[config.mk]
export PLATFORM = sky130hd
export DESIGN_NAME = systolic_result_postproc_flat
export DESIGN_NICKNAME = d
export VERILOG_FILES = /design/src/rtl/systolic_result_postproc_pkg.sv /design/src/rtl/systolic_result_postproc_if.sv /design/src/rtl/systolic_result_postproc_sync_fifo.sv /design/src/rtl/systolic_result_postproc.sv /design/src/flat_wrapper.sv
export SDC_FILE = /design/constraint.sdc
export NUM_CORES = 2
export LEC_CHECK = 0
export ABC_AREA = 1
export CORE_ASPECT_RATIO = 0.7
export CORE_MARGIN = 5
export CORE_UTILIZATION = 40
export DETAILED_ROUTE_END_ITERATION = 6
export GPL_TIMING_DRIVEN = 0
export PLACE_DENSITY_LB_ADDON = 0.08
export SYNTH_ARGS = -nofsm -noshare
export SYNTH_HDL_FRONTEND = slang
export SYNTH_SLANG_ARGS = --single-unit
export TNS_END_PERCENT = 50
[constraint.sdc]
create_clock -name clock_sink -period 13.35 [get_ports clock_sink]
set_input_delay 1.335 -clock clock_sink [delete_from_list [all_inputs] [get_ports clock_sink]]
set_output_delay 1.335 -clock clock_sink [all_outputs]
set_load 0.05 [all_outputs]
[src/rtl/systolic_result_postproc_pkg.sv]
// Shared constants, FSM encoding and the lane saturation helper for the
// systolic result post-processor.
package systolic_pkg;
  localparam int LANES      = 16;
  localparam int LANE_W     = 8;
  localparam int DATA_W     = LANES * LANE_W;
  localparam int FIFO_DEPTH = 16;
  localparam int CNT_W      = 12;
  localparam int PTR_W      = $clog2(FIFO_DEPTH);
  localparam int OCC_W      = PTR_W + 2;

  localparam logic [7:0] CSR_CTRL   = 8'h00;
  localparam logic [7:0] CSR_BEATS  = 8'h01;
  localparam logic [7:0] CSR_STATUS = 8'h02;

  typedef enum logic [1:0] {
    ST_IDLE  = 2'd0,
    ST_RUN   = 2'd1,
    ST_DRAIN = 2'd2
  } state_e;

  // 9-bit signed sum clamped back into int8 range.
  function automatic logic [7:0] sat_int8(input logic [7:0] x, input logic [7:0] b);
    logic [8:0] s;
    s = {x[7], x} + {b[7], b};
    if (s[8:7] == 2'b01)      return 8'h7F;
    else if (s[8:7] == 2'b10) return 8'h80;
    else                      return s[7:0];
  endfunction
endpackage

[src/rtl/systolic_result_postproc_if.sv]
// CSR, result stream in/out and irq bundle of the post-processor.
interface systolic_result_postproc_if;
  import systolic_pkg::*;
  logic [7:0]        csr_address;
  logic              csr_write;
  logic              csr_read;
  logic [31:0]       csr_writedata;
  logic [31:0]       csr_readdata;
  logic [DATA_W-1:0] st_in_data;
  logic              st_in_valid;
  logic              st_in_ready;
  logic [DATA_W-1:0] st_out_data;
  logic              st_out_valid;
  logic              st_out_ready;
  logic              st_out_startofpacket;
  logic              st_out_endofpacket;
  logic              irq;

  modport slave (
    input  csr_address, csr_write, csr_read, csr_writedata, st_in_data, st_in_valid, st_out_ready,
    output csr_readdata, st_in_ready, st_out_data, st_out_valid, st_out_startofpacket,
           st_out_endofpacket, irq
  );
  modport master (
    output csr_address, csr_write, csr_read, csr_writedata, st_in_data, st_in_valid, st_out_ready,
    input  csr_readdata, st_in_ready, st_out_data, st_out_valid, st_out_startofpacket,
           st_out_endofpacket, irq
  );
endinterface

[src/rtl/systolic_result_postproc_sync_fifo.sv]
// First-word-fall-through synchronous FIFO with occupancy count.
module sync_fifo #(
  parameter int DATA_W = 128,
  parameter int DEPTH  = 16
) (
  input  logic                       clk,
  input  logic                       rst_n,
  input  logic                       wr_en,
  input  logic [DATA_W-1:0]          wr_data,
  input  logic                       rd_en,
  output logic [DATA_W-1:0]          rd_data,
  output logic                       empty,
  output logic [$clog2(DEPTH):0]     count
);
  localparam int PTR_W = $clog2(DEPTH);

  logic [DATA_W-1:0] mem_q [DEPTH];
  logic [PTR_W-1:0]  wr_ptr_q, wr_ptr_d, rd_ptr_q, rd_ptr_d;
  logic [PTR_W:0]    count_q, count_d;

  always_comb begin
    wr_ptr_d = wr_ptr_q;
    rd_ptr_d = rd_ptr_q;
    count_d  = count_q;
    if (wr_en) wr_ptr_d = wr_ptr_q + 1'b1;
    if (rd_en) rd_ptr_d = rd_ptr_q + 1'b1;
    case ({wr_en, rd_en})
      2'b10:   count_d = count_q + 1'b1;
      2'b01:   count_d = count_q - 1'b1;
      default: count_d = count_q;
    endcase
  end

  always_ff @(posedge clk or negedge rst_n) begin
    if (!rst_n) begin
      wr_ptr_q <= '0;
      rd_ptr_q <= '0;
      count_q  <= '0;
    end else begin
      wr_ptr_q <= wr_ptr_d;
      rd_ptr_q <= rd_ptr_d;
      count_q  <= count_d;
    end
  end

  // Storage needs no reset: pointers and count define what is valid.
  always_ff @(posedge clk) begin
    if (wr_en) mem_q[wr_ptr_q] <= wr_data;
  end

  assign rd_data = mem_q[rd_ptr_q];
  assign empty   = (count_q == '0);
  assign count   = count_q;
endmodule

[src/rtl/systolic_result_postproc.sv]
// Bias-add / saturate post-processor with framed FWFT output and tile irq.
// Optional build macro: POSTPROC_RELU_EN clamps negative lanes to zero.
module systolic_result_postproc
  import systolic_pkg::*;
(
  input  logic                        clock_sink,
  input  logic                        reset_sink_reset_n,
  systolic_result_postproc_if.slave   bus
);
  state_e             state_q, state_d;
  logic [CNT_W-1:0]   beats_q, beats_d, in_cnt_q, in_cnt_d, out_cnt_q, out_cnt_d;
  logic [LANE_W-1:0]  bias_q [LANES];
  logic [LANE_W-1:0]  bias_d [LANES];
  logic               irq_q, irq_d;
  logic               pipe_valid_q, pipe_valid_d;
  logic [DATA_W-1:0]  pipe_data_q, pipe_data_d, biased;
  logic [DATA_W-1:0]  fifo_rd_data;
  logic               fifo_empty;
  logic [PTR_W:0]     fifo_count;
  logic [OCC_W-1:0]   occ;
  logic               busy, in_ready, in_fire, out_valid, out_fire, sop, eop;
  logic               ctrl_wr, start, irq_clr, irq_set;
  logic [19:0]        unused_wdata;

  assign busy      = (state_q != ST_IDLE);
  assign occ       = {1'b0, fifo_count} + {{(OCC_W-1){1'b0}}, pipe_valid_q};
  assign in_ready  = (state_q == ST_RUN) && (in_cnt_q < beats_q) && (occ < OCC_W'(FIFO_DEPTH));
  assign in_fire   = bus.st_in_valid && in_ready;
  assign out_valid = !fifo_empty;
  assign out_fire  = out_valid && bus.st_out_ready;
  assign sop       = out_valid && (out_cnt_q == '0);
  assign eop       = out_valid && (out_cnt_q == beats_q - CNT_W'(1));
  assign ctrl_wr   = bus.csr_write && (bus.csr_address == CSR_CTRL);
  assign start     = ctrl_wr && bus.csr_writedata[0];
  assign irq_clr   = ctrl_wr && bus.csr_writedata[1];
  assign unused_wdata = bus.csr_writedata[31:12];

  always_comb begin
    biased = '0;
    for (int i = 0; i < LANES; i++) begin
      logic [LANE_W-1:0] y;
      y = sat_int8(bus.st_in_data[DATA_W-1-i*LANE_W -: LANE_W], bias_q[i]);
`ifdef POSTPROC_RELU_EN
      if (y[LANE_W-1]) y = '0;
`endif
      biased[DATA_W-1-i*LANE_W -: LANE_W] = y;
    end
  end

  always_comb begin
    state_d      = state_q;
    beats_d      = beats_q;
    in_cnt_d     = in_cnt_q;
    out_cnt_d    = out_cnt_q;
    irq_d        = irq_q;
    irq_set      = 1'b0;
    pipe_valid_d = in_fire;
    pipe_data_d  = in_fire ? biased : pipe_data_q;
    for (int i = 0; i < LANES; i++) begin
      bias_d[i] = bias_q[i];
      if (!busy && bus.csr_write && bus.csr_address[7:4] == 4'h1 && bus.csr_address[3:0] == 4'(i))
        bias_d[i] = bus.csr_writedata[LANE_W-1:0];
    end
    if (!busy && bus.csr_write && bus.csr_address == CSR_BEATS)
      beats_d = bus.csr_writedata[CNT_W-1:0];
    if (in_fire)  in_cnt_d  = in_cnt_q + 1'b1;
    if (out_fire) out_cnt_d = out_cnt_q + 1'b1;
    case (state_q)
      ST_IDLE: if (start && beats_q != '0) begin
        state_d   = ST_RUN;
        in_cnt_d  = '0;
        out_cnt_d = '0;
      end
      ST_RUN:   if (in_fire && in_cnt_q == beats_q - CNT_W'(1)) state_d = ST_DRAIN;
      // The EOP pop is necessarily the last buffered beat, so FIFO and pipe are empty afterwards.
      ST_DRAIN: if (out_fire && eop) begin
        state_d = ST_IDLE;
        irq_set = 1'b1;
      end
      default:  state_d = ST_IDLE;
    endcase
    if (irq_clr) irq_d = 1'b0;
    if (irq_set) irq_d = 1'b1;
  end

  always_ff @(posedge clock_sink or negedge reset_sink_reset_n) begin
    if (!reset_sink_reset_n) begin
      state_q      <= ST_IDLE;
      beats_q      <= '0;
      in_cnt_q     <= '0;
      out_cnt_q    <= '0;
      irq_q        <= 1'b0;
      pipe_valid_q <= 1'b0;
      pipe_data_q  <= '0;
      for (int i = 0; i < LANES; i++) bias_q[i] <= '0;
    end else begin
      state_q      <= state_d;
      beats_q      <= beats_d;
      in_cnt_q     <= in_cnt_d;
      out_cnt_q    <= out_cnt_d;
      irq_q        <= irq_d;
      pipe_valid_q <= pipe_valid_d;
      pipe_data_q  <= pipe_data_d;
      for (int i = 0; i < LANES; i++) bias_q[i] <= bias_d[i];
    end
  end

  sync_fifo #(.DATA_W(DATA_W), .DEPTH(FIFO_DEPTH)) u_fifo (
    .clk     (clock_sink),
    .rst_n   (reset_sink_reset_n),
    .wr_en   (pipe_valid_q),
    .wr_data (pipe_data_q),
    .rd_en   (out_fire),
    .rd_data (fifo_rd_data),
    .empty   (fifo_empty),
    .count   (fifo_count)
  );

  always_comb begin
    bus.csr_readdata = '0;
    if (bus.csr_read) begin
      if (bus.csr_address == CSR_BEATS)
        bus.csr_readdata = {20'b0, beats_q};
      else if (bus.csr_address == CSR_STATUS)
        bus.csr_readdata = {4'b0, out_cnt_q, 14'b0, irq_q, busy};
      else if (bus.csr_address[7:4] == 4'h1)
        bus.csr_readdata = {24'b0, bias_q[bus.csr_address[3:0]]};
    end
  end

  assign bus.st_in_ready          = in_ready;
  assign bus.st_out_data          = fifo_rd_data;
  assign bus.st_out_valid         = out_valid;
  assign bus.st_out_startofpacket = sop;
  assign bus.st_out_endofpacket   = eop;
  assign bus.irq                  = irq_q;
endmodule

[src/flat_wrapper.sv]
// flat-port wrapper written by rule: the top's interface ports become plain ports
module systolic_result_postproc_flat import systolic_pkg::*;
  (clock_sink, reset_sink_reset_n, bus_csr_address, bus_csr_write, bus_csr_read, bus_csr_writedata, bus_st_in_data, bus_st_in_valid, bus_st_out_ready, bus_csr_readdata, bus_st_in_ready, bus_st_out_data, bus_st_out_valid, bus_st_out_startofpacket, bus_st_out_endofpacket, bus_irq);
  systolic_result_postproc_if bus_i ();
  input  logic clock_sink;
  input  logic reset_sink_reset_n;
  input wire logic [$bits(bus_i.csr_address)-1:0] bus_csr_address;
  input wire logic [$bits(bus_i.csr_write)-1:0] bus_csr_write;
  input wire logic [$bits(bus_i.csr_read)-1:0] bus_csr_read;
  input wire logic [$bits(bus_i.csr_writedata)-1:0] bus_csr_writedata;
  input wire logic [$bits(bus_i.st_in_data)-1:0] bus_st_in_data;
  input wire logic [$bits(bus_i.st_in_valid)-1:0] bus_st_in_valid;
  input wire logic [$bits(bus_i.st_out_ready)-1:0] bus_st_out_ready;
  output wire logic [$bits(bus_i.csr_readdata)-1:0] bus_csr_readdata;
  output wire logic [$bits(bus_i.st_in_ready)-1:0] bus_st_in_ready;
  output wire logic [$bits(bus_i.st_out_data)-1:0] bus_st_out_data;
  output wire logic [$bits(bus_i.st_out_valid)-1:0] bus_st_out_valid;
  output wire logic [$bits(bus_i.st_out_startofpacket)-1:0] bus_st_out_startofpacket;
  output wire logic [$bits(bus_i.st_out_endofpacket)-1:0] bus_st_out_endofpacket;
  output wire logic [$bits(bus_i.irq)-1:0] bus_irq;
  assign bus_i.csr_address = bus_csr_address;
  assign bus_i.csr_write = bus_csr_write;
  assign bus_i.csr_read = bus_csr_read;
  assign bus_i.csr_writedata = bus_csr_writedata;
  assign bus_i.st_in_data = bus_st_in_data;
  assign bus_i.st_in_valid = bus_st_in_valid;
  assign bus_i.st_out_ready = bus_st_out_ready;
  assign bus_csr_readdata = bus_i.csr_readdata;
  assign bus_st_in_ready = bus_i.st_in_ready;
  assign bus_st_out_data = bus_i.st_out_data;
  assign bus_st_out_valid = bus_i.st_out_valid;
  assign bus_st_out_startofpacket = bus_i.st_out_startofpacket;
  assign bus_st_out_endofpacket = bus_i.st_out_endofpacket;
  assign bus_irq = bus_i.irq;
  systolic_result_postproc u_core (.clock_sink(clock_sink), .reset_sink_reset_n(reset_sink_reset_n), .bus(bus_i));
endmodule
## Word-level counts from Yosys, hierarchy flattened

Memory sizes are Yosys's and may differ from the RTL's.
Index checks and enable logic that the tools add are counted.

| word-level totals | value |
|---|---|
| RAM bits | 2,048 |
| memories | 1 |
| output and inout bits | 165 |
| word-level logic and storage cells | 213 |
| register bits after elaboration | 309 |

| cells by class | value |
|---|---|
| bitwise operators | 1 |
| add/sub/neg operators | 24 |
| equality and inequality tests | 59 |
| reductions and logical operators | 43 |
| order comparisons | 3 |
| muxes and demuxes | 56 |

Memory list:

| name | depth | bits a word | rd ports | clocked after Yosys merged registers in | wr ports | line | RTL |
|---|---|---|---|---|---|---|---|
| u_core.u_fifo.mem_q | 16 | 128 | 1 | 0 | 1 | systolic_result_postproc_sync_fifo.sv:17 | `logic [DATA_W-1:0] mem_q [DEPTH];` |

Operator list:

| operator | number |
|---|---|
| $mux 8 | 35 |
| $add 8x8->9 | 16 |
| $mux 32 | 3 |
| $mux 12 | 6 |
| $eq 2x1->1 const B | 18 |
| $eq 2x2->1 const B | 18 |
| $bmux 8 s4 | 1 |
| $eq 4x4->1 const B | 8 |
| $logic_and 1x1->1 | 31 |
| $add 12x1->12 const B | 2 |
| $eq 12x12->1 | 2 |
| $eq 4x3->1 const B | 4 |
| $logic_not 12->1 | 1 |
| $lt 12x12->1 | 1 |
| $reduce_bool 12->1 | 1 |
| $sub 12x1->12 const B | 1 |
| $pmux 5 s2 | 1 |
| $add 4x1->4 const B | 2 |
| $eq 4x1->1 const B | 2 |
| $eq 4x2->1 const B | 2 |
| $eq 8x1->1 const B | 1 |
| $eq 8x2->1 const B | 1 |
| $logic_not 8->1 | 1 |
| $add 5x1->6 | 1 |
| 16 further kinds | 27 |

## Logic depth before layout (Yosys ltp)

| logic depth | value |
|---|---|
| word-level depth | 8 |
| gate-level depth with buffers | 15 |
| mapped depth without buffers | 15 |

## Modules after synthesis

From an unflattened synthesis, not the netlist that was laid out.

| second synthesis, totals | value |
|---|---|
| cells, all modules | 9,283 |
| area total of the unflattened synthesis | 101,538.6 µm² |

Modules (own cells, without submodules):

| module | cells an instance | area each (µm²) | instances | sequential area each (µm²) |
|---|---|---|---|---|
| sync_fifo | 6,683 | 82,048.7 | 1 | 61,824.3 |
| systolic_result_postproc | 2,600 | 19,489.9 | 1 | 7,407.1 |

## Worst setup path after synthesis

OpenSTA, ideal clock, no wires.

| path | value |
|---|---|
| path type | flip-flop to flip-flop |
| start point | register u_core.u_fifo.wr_ptr_q[0] |
| end point | memory u_core.u_fifo.mem_q[12][0] (enable) |
| data required time | 12.733 ns |
| library setup time | 0.617 ns |
| cell stages (with the launch flop) | 5 |
| arrival | 6.061 ns |
| path slack | 6.672 ns |
| cells stage by stage | dfrtp_1 -> inv_1 -> ha_1 -> nand2_1 -> nor2_1 |

RTL lines:

| what | line | RTL |
|---|---|---|
| start: declaration | systolic_result_postproc_sync_fifo.sv:18 | `logic [PTR_W-1:0] wr_ptr_q, wr_ptr_d, rd_ptr_q, rd_ptr_d;` |
| start signal: assignment | systolic_result_postproc_sync_fifo.sv:40 | `wr_ptr_q <= wr_ptr_d;` |
| end: declaration | systolic_result_postproc_sync_fifo.sv:17 |  |

Straight into the memory's write port.

## Final worst setup path

| path | value |
|---|---|
| start point | register u_core.u_fifo.rd_ptr_q[2] |
| end point | output bus_st_out_data[78] |

| between the ends | value |
|---|---|
| cells in the longest elaborated chain, start to end | 1 |

RTL lines:

| what | line | RTL |
|---|---|---|
| start: declaration | systolic_result_postproc_sync_fifo.sv:18 |  |
| start signal: assignment | systolic_result_postproc_sync_fifo.sv:41 | `rd_ptr_q <= rd_ptr_d;` |
| $mem_v2 16x128 | -- |  |
| end: declaration | flat_wrapper.sv:16 | `output wire logic [$bits(bus_i.st_out_data)-1:0] bus_st_out_data;` |

Every way passes these cells.

==> impl_results.md <==
* Outcome: finished, violations left
* Failing checks: max-capacitance violations, max-slew violations
* Yosys top cell area share at 0.621
* Core Area at approximately 250,000 µm²
* Iter 0 DRT Violations at 10,700
* Yosys top cell by area: edfxtp_1
* # resized after CTS at 0
* Boundary Pins at 339
* Chip width at 605 µm
* RSZ-0062 raised after global routing: no
* Critical Path Fanout Max at 10
* Clk_skew at 0.0760 ns
* Avg Vias per Cell at between 5 and 6
* CTS Buffer Depth at 4
* Seq/Total Area, Yosys at 0.699
* Share of cells above drive strength 1 at 0.0806
* Top FF cell, synth: edfxtp_1
* Least-Margin Pin Slew at about 1.5 ns
* Die Height at roughly 430 µm
* Period utilization at 0.512
* Row count at 152
* Crit Reg-Reg Endpoint: u_core.u_fifo.count[4]
* FF+latch count, synth at approximately 2,400
* EDFF count, synth at between 2,000 and 2,500
* Fmax at roughly 150 MHz
* Final hold vios at 0
* P_leak at between 40 and 50 nW
* Post-Synthesis Cells at approximately 8,200
* Crit Reg-Reg Startpoint: u_core.u_fifo.count[0]
* First-pass GRT wire length at between 500,000 and 600,000 µm
* Post-layout min period at slightly below 7 ns
* Initial antenna violation count at 32
* # setup viols final at 0
* Final ANT Viol Nets at 0
* Overall power at between 0.02 and 0.03 W
* Total track usage at 0.307
* IO Port Bufs at between 300 and 400
* Routability cong. at a little over 0.9
* Startpoint Class: register
* CTS root buf: clkbuf_16
* Starting Density at 0.403
* CTS Buf Count at about 240
* Gr ovfl total at 0
* Register area at 69,200 µm²
* Hold_buf cts at 0
* WP data required at around 12 ns
* Cell Count, Final, Fillers Out at approximately 12,000
* WS Path Type: reg2out
* Mapped cell area at just under 100,000 µm²
* Worst skew pair latency at between 0.9 and 1 ns
* Hold Path Class: in2async
* Sink Count at 2,357
* Area of the multi-input gates at around 27,000 µm²
* Worst-path clk slew at around 0.06 ns
* Area growth, synth to finish at 17.3%
* Total negative slack at 0 ns
* Hpwl dp at slightly below 300,000 µm
* Max Cap Viol at 2
* CTS tree: built
* Vias in the first global route at just under 70,000
* Routed len/inst at about 33 µm
* DR vias at roughly 74,000
* Rel. slew slack at -0.0170
* Peak supply drop at 0.179 mV
* Pwr dens at roughly 230 nW/µm²
* Pre-antenna DRT Iters at 6
* Most frequent cells in the layout: 2,048 x edfxtp_1, 1,257 x o21ai_0, 1,196 x nor2_1
* YS warnings at 0
* Die area at around 260,000 µm²
* DRC at 0
* Dpl cells at ~12,000
* Worst EP arrival at between 5 and 6 ns
* Async set-or-reset flop fraction in the synthesized netlist at 0.131
* Worst reg-to-reg path cell count at 14
* Fin util at 0.473
* CP Capture Type: primary output
* Most common cell after layout, fill and taps aside: edfxtp_1
* Post-CTS setup buffers at 0
* Final nets at 9,172
* Largest net degree at the start of global routing at ~110
* Reg2reg setup slack at ~9.5 ns
* Area contributors post-synth: edfxtp_1 62%, dfrtp_1 7.8%, o21ai_0 6.4%
* Unique cell type count in the Yosys netlist at between 50 and 60
* H-Tree Depth at 4
* Post-Route WL at 406,000 µm
* Slew Viols, Final at 22
* # fillers at roughly 22,000
* Mean Syn Cell Area at approximately 12 µm²
where the power goes:
group,leakage [nW],switching [W],internal [W]
Sequential,23.0,0.00116,0.00875
Clock,3.62,0.00292,0.00370
Combinational,14.6,0.00789,0.00254
Total,41.2,0.0120,0.0150
worst max-delay path: stages (launching register included):
cell and delay [ns]:
dfrtp_1 0.35, buf_2 0.23, inv_2 0.43, clkbuf_2 0.75, clkbuf_1 0.91, nor2_1 0.12, o32ai_1 0.77, clkdlybuf4s50_1 0.96
Yosys cell counts (53+ instances only):
library cell / number
edfxtp_1: 2048
o21ai_0: 1257
nor2_1: 1212
nand2_1: 980
o22ai_1: 329
dfrtp_1: 309
clkbuf_1: 287
inv_1: 233
o221ai_1: 226
buf_2: 161
ha_1: 153
nand3_1: 151
o21ai_1: 132
a21oi_1: 117
xor2_1: 79
o211ai_1: 75
a22oi_1: 56
nor3_1: 53
routing by layer:
metal	GRT usage	routed length, µm	part of all wire	vias to the layer above
li1	-	-	-	31400
met1	0.472	178000	0.44	37200
met2	0.432	167000	0.41	4577
met3	0.0688	48200	0.12	505
met4	0.0921	13800	0.034	0
met5	0	0	0	-
flip-flops by register name, summed over array words and instances, names as in the netlist:
| signal | count |
|---|---|
| u_core.bus.irq | 1 |
| u_core.u_fifo.rd_ptr_q | 4 |
| u_core.beats_q | 12 |
| u_core.in_cnt_q | 12 |
| u_core.pipe_data_q | 128 |
| u_core.u_fifo.mem_q | 2048 |
| u_core.bias_q | 128 |
| u_core.out_cnt_q | 12 |
| u_core.pipe_valid_q | 1 |
| u_core.u_fifo.count | 5 |
| u_core.state_q | 2 |
| u_core.u_fifo.wr_ptr_q | 4 |
through the flow:
stage,hold WS (ns),instance area [µm²],setup WS [ns]
finish,0.451,116000,6.52
CTS,0.445,116000,6.41
detailed placement,0.499,109000,6.92
global route,0.493,116000,6.48
global placement,0.501,106000,-3.51
floorplan,0.464,99100,6.67
area by class of cell:
class,count,area share
Multi-Input combinational cell,5073,0.230
Clock buffer,302,0.0542
Tap cell,3311,0.0357
Buffer,496,0.0200
Clock inverter,119,0.00970
Inverter,243,0.00787
Sequential cell,2357,0.596
Antenna cell,9,0.000194
Timing Repair Buffer,419,0.0463
cells by family (layout without fill, tap and decap cells):
group	Yosys count	in the layout	share of synthesized area
AND/OR/NAND/NOR	2466	2466	0.0988
flip-flops	2357	2357	0.699
AO/OA/AOI/OAI	2317	2317	0.137
buffers and inverters	739	1579	0.0325
adder cells (fa/ha/maj)	170	170	0.0228
XOR/XNOR	102	102	0.00902
multiplexers	10	10	0.00101
other	1	17	0.0000379
worst max-delay path by stage:
stage | from | endpoint | slack (ns) | cells past startpoint
6_report | u_core.u_fifo.rd_ptr_q[2] | bus_st_out_data[78] | 6.52 | 7
5_1_grt | u_core.u_fifo.rd_ptr_q[2] | bus_st_out_data[78] | 6.48 | 7
4_1_cts | u_core.u_fifo.rd_ptr_q[2] | bus_st_out_data[78] | 6.41 | 7
3_5_place_dp | bus_csr_address[1] | bus_csr_readdata[4] | 6.92 | 9
3_3_place_gp | reset_sink_reset_n | u_core.u_fifo.count[1] | -3.51 | 1
2_1_floorplan | u_core.u_fifo.wr_ptr_q[0] | u_core.u_fifo.mem_q[12][0] | 6.67 | 4
Note: power is estimated with default switching activity, not from simulation.
